## src/rtl/mux_scan_ctrl_pkg.sv

```systemverilog
// Shared FSM state encodings and default settle window for the mux scan sequencer.
// Also used by the mux-tree bench so both sides agree on the state numbering.
package mux_scan_ctrl_pkg;

  localparam logic [1:0] ST_IDLE   = 2'd0;
  localparam logic [1:0] ST_SETTLE = 2'd1;
  localparam logic [1:0] ST_SAMPLE = 2'd2;
  localparam logic [1:0] ST_DONE   = 2'd3;

  localparam int SETTLE_CYC_DEF = 2;
  // Wide enough for the largest legal settle window (15 cycles).
  localparam int CNT_W          = 4;

endpackage

```

## src/rtl/mux_scan_ctrl_settle_timer.sv

```systemverilog
// Settle-window counter: counts cycles while enabled, flags the last settle cycle.
// Latency: tc is combinational from the count; the count updates one edge after enable.
// Backpressure: none; clear has priority over enable.
module settle_timer
  import mux_scan_ctrl_pkg::*;
#(
  parameter int SETTLE_CYC = SETTLE_CYC_DEF
) (
  input  logic clk,
  input  logic rst_n,
  input  logic clear,
  input  logic enable,
  output logic tc
);

  localparam logic [CNT_W-1:0] TC_VAL = CNT_W'(SETTLE_CYC - 1);

  logic [CNT_W-1:0] count;

  always_ff @(posedge clk) begin
    if (!rst_n) begin
      count <= '0;
    end else if (clear) begin
      count <= '0;
    end else if (enable) begin
      count <= count + 1'b1;
    end
  end

  assign tc = enable && (count == TC_VAL);

endmodule

```

## src/rtl/mux_scan_ctrl.sv

```systemverilog
// Mux-tree scan sequencer: steps sel over all channels and assembles sampled bits into data_out.
// Latency: done 2**N_SEL*(SETTLE_CYC+1) cycles after start; start while busy is ignored.
// Optional MUX_SCAN_CONT_EN adds the cont port for back-to-back scans without returning to IDLE.
module mux_scan_ctrl
  import mux_scan_ctrl_pkg::*;
#(
  parameter int N_SEL      = 3,
  parameter int SETTLE_CYC = SETTLE_CYC_DEF
) (
  input  logic                  clk,
  input  logic                  rst_n,
  input  logic                  start,
  input  logic                  mux_p,
`ifdef MUX_SCAN_CONT_EN
  input  logic                  cont,
`endif
  output logic [N_SEL-1:0]      sel,
  output logic                  busy,
  output logic                  done,
  output logic [2**N_SEL-1:0]   data_out
);

  localparam int               N_CH     = 2**N_SEL;
  localparam logic [N_SEL-1:0] SEL_LAST = N_SEL'(N_CH - 1);

  logic [1:0]      state;
  logic [N_CH-1:0] shadow;
  logic [N_CH-1:0] shadow_nxt;
  logic            settle_tc;
  logic            cont_en;

`ifdef MUX_SCAN_CONT_EN
  assign cont_en = cont;
`else
  assign cont_en = 1'b0;
`endif

  // Count is held at zero outside SETTLE so every channel starts a fresh window.
  settle_timer #(
    .SETTLE_CYC (SETTLE_CYC)
  ) u_settle_timer (
    .clk    (clk),
    .rst_n  (rst_n),
    .clear  (state != ST_SETTLE),
    .enable (state == ST_SETTLE),
    .tc     (settle_tc)
  );

  // Shadow with the current channel's sample merged in; the last channel goes
  // straight to data_out through this path.
  always_comb begin
    shadow_nxt      = shadow;
    shadow_nxt[sel] = mux_p;
  end

  always_ff @(posedge clk) begin
    if (!rst_n) begin
      state    <= ST_IDLE;
      sel      <= '0;
      shadow   <= '0;
      data_out <= '0;
    end else begin
      case (state)
        ST_IDLE: begin
          sel <= '0;
          if (start) begin
            state <= ST_SETTLE;
          end
        end
        ST_SETTLE: begin
          if (settle_tc) begin
            state <= ST_SAMPLE;
          end
        end
        ST_SAMPLE: begin
          shadow <= shadow_nxt;
          if (sel == SEL_LAST) begin
            data_out <= shadow_nxt;
            state    <= ST_DONE;
          end else begin
            sel   <= sel + 1'b1;
            state <= ST_SETTLE;
          end
        end
        ST_DONE: begin
          sel   <= '0;
          state <= cont_en ? ST_SETTLE : ST_IDLE;
        end
        default: begin
          state <= ST_IDLE;
        end
      endcase
    end
  end

  assign busy = (state != ST_IDLE);
  assign done = (state == ST_DONE);

endmodule

```

## config.mk

```make
export PLATFORM = sky130hd
export DESIGN_NAME = mux_scan_ctrl
export DESIGN_NICKNAME = d
export VERILOG_FILES = /design/src/rtl/mux_scan_ctrl_pkg.sv /design/src/rtl/mux_scan_ctrl_settle_timer.sv /design/src/rtl/mux_scan_ctrl.sv
export SDC_FILE = /design/constraint.sdc
export NUM_CORES = 1
export LEC_CHECK = 0
export BUFFER_PORTS_ARGS = -buffer_cell sky130_fd_sc_hd__buf_2
export CORE_UTILIZATION = 35
export CTS_BUF_LIST = sky130_fd_sc_hd__clkbuf_16
export DETAILED_ROUTE_END_ITERATION = 8
export GPL_TIMING_DRIVEN = 0
export PLACE_DENSITY = 0.56
export SLEW_MARGIN = 10
export SYNTH_ARGS = -nofsm -noshare
export SYNTH_HDL_FRONTEND = slang
export SYNTH_SLANG_ARGS = --single-unit
```

## constraint.sdc

```tcl
create_clock -name clk -period 1.7 [get_ports clk]
set_input_delay 0.34 -clock clk [delete_from_list [all_inputs] [get_ports clk]]
set_output_delay 0.34 -clock clk [all_outputs]
set_load 0.02 [all_outputs]
```

==> results_dict.tcl <==
set metrics [dict create \
    outcome "complete, no violations" \
    num_vias 970 \
    core.rowCount 21 \
    dominantRegCellSynth "sky130_fd_sc_hd__dfxtp_1" \
    vias_per_std_cell 4.924 \
    ys_warn_count 0 \
    final.setup.tns_ns 0 \
    cellLeakagePower_nw 0.6619 \
    drtIter0Drc 23 \
    regArea_sq_um 503.0 \
    die-area_sq_um 3796 \
    reg2reg_from "sel[0]" \
    netlist_area_sq_um 1244 \
    timing.fmax_mhz 642.5 \
    number_of_antenna_violations_at_the_first_check_in_global_routing 0 \
    critical_path.startpoint "sel[0]" \
    required_arrival_time_at_the_worst_endpoint_ns 1.85 \
    worst_setup_hold_path_clk_slew_ns 0.07 \
    hold_path_class "in -> reg" \
    crit_chain "ha_1 -> ha_2 -> and2_1 -> clkbuf_4 -> buf_4 -> o21ai_1 -> a21oi_1" \
    yosysTopAreaCellShare_pct 40.24 \
    final_count_of_pins_violating_max_slew 0 \
    postPlaceCellArea_sq_um 1381 \
    placeableCoreArea_sq_um 3363 \
    routed_length_per_instance_um 12.32 \
    finalWirelength_um 2428 \
    crit_path_start_kind "flop" \
    layout_cell_share_with_drive_strength_beyond_1_pct 21.85 \
    post_synth_inst_count 131 \
    synthDominantAreaCellType "sky130_fd_sc_hd__dfxtp_1" \
    reg2reg_depth 7 \
    post_synth_main_area_contributors "sky130_fd_sc_hd__dfxtp_1 40%, sky130_fd_sc_hd__ha_1 9.1%, sky130_fd_sc_hd__mux2i_1 8.9%, sky130_fd_sc_hd__a21oi_1 6.0%, sky130_fd_sc_hd__o21ai_0 4.0%" \
    power.total_mw 1.690 \
    antenna_cells_inserted 0 \
    min_period_over_period_pct 91.55 \
    critPathArrivalTime_ns 1.71 \
    global_route_wire_length_before_repair_um 4181 \
    multiInputGateArea_sq_um 685.7 \
    cp_max_fo 10 \
    floorplan.initialDensity_pct 36.98 \
    synth_seq_area_share_pct 40.24 \
    peakVddDrop_mv 0.4752 \
    postCtsSetupRepairBufs 0 \
    cts_resized 1 \
    finalSetupViolCount 0 \
    critical_path_buf_inv_count 2 \
    period_minus_ws_final_ns 1.556 \
    clockBufferDepth 2 \
    numClockSinks 25 \
    post-synth-top-count-cell "sky130_fd_sc_hd__dfxtp_1" \
    numPortBuffers 16 \
    rsz0062_at_grt "no" \
    cts_root_buffer "sky130_fd_sc_hd__clkbuf_16" \
    grt_util_all_layers_pct 15.41 \
    post-route-cell-area_sq_um 1475 \
    cts_tree "done" \
    clock_latency_ns 0.26 \
    design.final.nets 165 \
    hold_buffer_count_at_cts 0 \
    number_of_max_cap_violations 0 \
    timing.reg2reg.setup_slack_ns 0.14 \
    max-slew-margin-rel_pct 69.99 \
    synth_async_sr_flop_share_pct 0 \
    ys_ff_latch 25 \
    crit_path_top_delay_cell "sky130_fd_sc_hd__dfxtp_2" \
    detail_route.drc_violations 0 \
    dr.pass1.iters 4 \
    overflow 0 \
    avgSynthCellArea_sq_um 9.494 \
    die-width_um 61.61 \
    worstSetupEndpoint "data_out[0]" \
    fp.dieH_um 61.61 \
    route.antenna.remaining_nets 0 \
    synth_edf_count 0 \
    grt_max_degree 15 \
    layout-area-overhead-vs-synth_pct 18.61 \
    final-hold-violation-count 0 \
    power.density_cell_area_nw_per_um2 1145 \
    post_synth_num_cell_types 31 \
    grt_pass1_vias 896 \
    worst_pin_slew_ns 0.4501 \
    setup_skew_ns 0.004348 \
    filler_cell_count 350 \
    numCtsBuffers 3 \
    hold_slack_ns 0.3767 \
    place.detailed.hpwl_um 1722 \
    timing.setup.critical_path_class "reg -> reg" \
    boundaryPins 17 \
    place.gp.congestion 0.7999 \
    postSynthNetCount 144 \
    clock_tree.htree_level_count 1 \
    r2r-end "data_out[0]" \
    synth_top_cells_by_count "25 x sky130_fd_sc_hd__dfxtp_1, 15 x sky130_fd_sc_hd__a21oi_1, 11 x sky130_fd_sc_hd__mux2i_1" \
    critPathTopFamily "adder cells" \
    worstSetupPathDepth 7 \
    endpoint_kind "flop" \
    cp_slowest_stage_delay_ns 0.35 \
]
-- flip-flops by register name, summed over array words and instances, names as in the netlist --
name / cells
data_out: 8
sel: 3
shadow: 8
state: 2
u_settle_timer.count: 4
-- layer usage --
metal / vias to the layer above / GRT usage (%) / wire [um]
met3: 6 / 3.151 / 74
met2: 13 / 23.81 / 1115
li1: 506 / - / -
met1: 445 / 20.80 / 1196
met5: - / 0 / 0
met4: 0 / 6.667 / 41
-- how the worst min path moves through the flow --
| stage | start | endpoint | depth (start not counted) |
|---|---|---|---|
| CTS | rst_n | data_out[3] | 3 |
| detailed placement | u_settle_timer.count[0] | u_settle_timer.count[0] | 1 |
| global route | rst_n | data_out[3] | 3 |
| finish | rst_n | data_out[3] | 3 |
| global placement | u_settle_timer.count[0] | u_settle_timer.count[0] | 1 |
| floorplan | u_settle_timer.count[0] | u_settle_timer.count[0] | 1 |
-- worst register-to-register path: stages (launching register included) --
cell	delay, ns
sky130_fd_sc_hd__dfxtp_2	0.35
sky130_fd_sc_hd__ha_1	0.20
sky130_fd_sc_hd__ha_2	0.20
sky130_fd_sc_hd__and2_1	0.16
sky130_fd_sc_hd__clkbuf_4	0.18
sky130_fd_sc_hd__buf_4	0.19
sky130_fd_sc_hd__o21ai_1	0.12
sky130_fd_sc_hd__a21oi_1	0.05
-- through the flow --
stage / util, % / instances / worst slack (ns)
after floorplan: - / 131 / 0.1406
after global placement: 41.07 / 193 / 0.01796
after detailed placement: 41.07 / 193 / 0.01011
after CTS: 43.53 / 197 / 0.05160
after global routing: 43.86 / 197 / 0.01048
final: 43.86 / 197 / 0.1436
-- area by class of cell --
cell class	count	area share, %
buffer	9	3.393
clock buffer	3	5.089
clock inverter	1	0.3393
inverter	5	1.272
multi-input combinational	92	46.48
sequential	25	34.10
tap	46	3.902
timing repair buffer	16	5.428
-- cell families (layout without fill, tap and decap cells) --
| group | Yosys count | count (layout) | share of synthesized area (%) |
|---|---|---|---|
| AND/OR/NAND/NOR | 33 | 33 | 17.20 |
| AO/OA/AOI/OAI | 37 | 37 | 18.41 |
| XOR/XNOR | 2 | 2 | 1.409 |
| buffers and inverters | 14 | 34 | 4.829 |
| multiplexers | 11 | 11 | 8.853 |
| flip-flops | 25 | 25 | 40.24 |
| adder cells (fa/ha/maj) | 9 | 9 | 9.054 |
-- placed cells by master (no fill, tap or decap), drive strengths merged, types with 2 or more instances in the layout --
cell type / synthesis / final
a211oi: 2 / 2
a21oi: 15 / 15
and2: 3 / 3
buf: 6 / 20
clkbuf: 3 / 8
dfxtp: 25 / 25
ha: 9 / 9
inv: 5 / 5
mux2i: 11 / 11
nand3: 3 / 3
nand3b: 5 / 5
nand4b: 3 / 3
nor2: 7 / 7
nor2b: 2 / 2
nor3b: 4 / 4
o21ai: 15 / 15
-- where the power goes --
| group | leakage [nW] | internal [mW] | total, mW | switching (mW) |
|---|---|---|---|---|
| registers | 0.203 | 0.644 | 0.684 | 0.0404 |
| logic | 0.418 | 0.203 | 0.477 | 0.274 |
| clock network | 0.0409 | 0.317 | 0.528 | 0.211 |
| total | 0.662 | 1.16 | 1.69 | 0.525 |
Power figures use the tool's default switching activity.
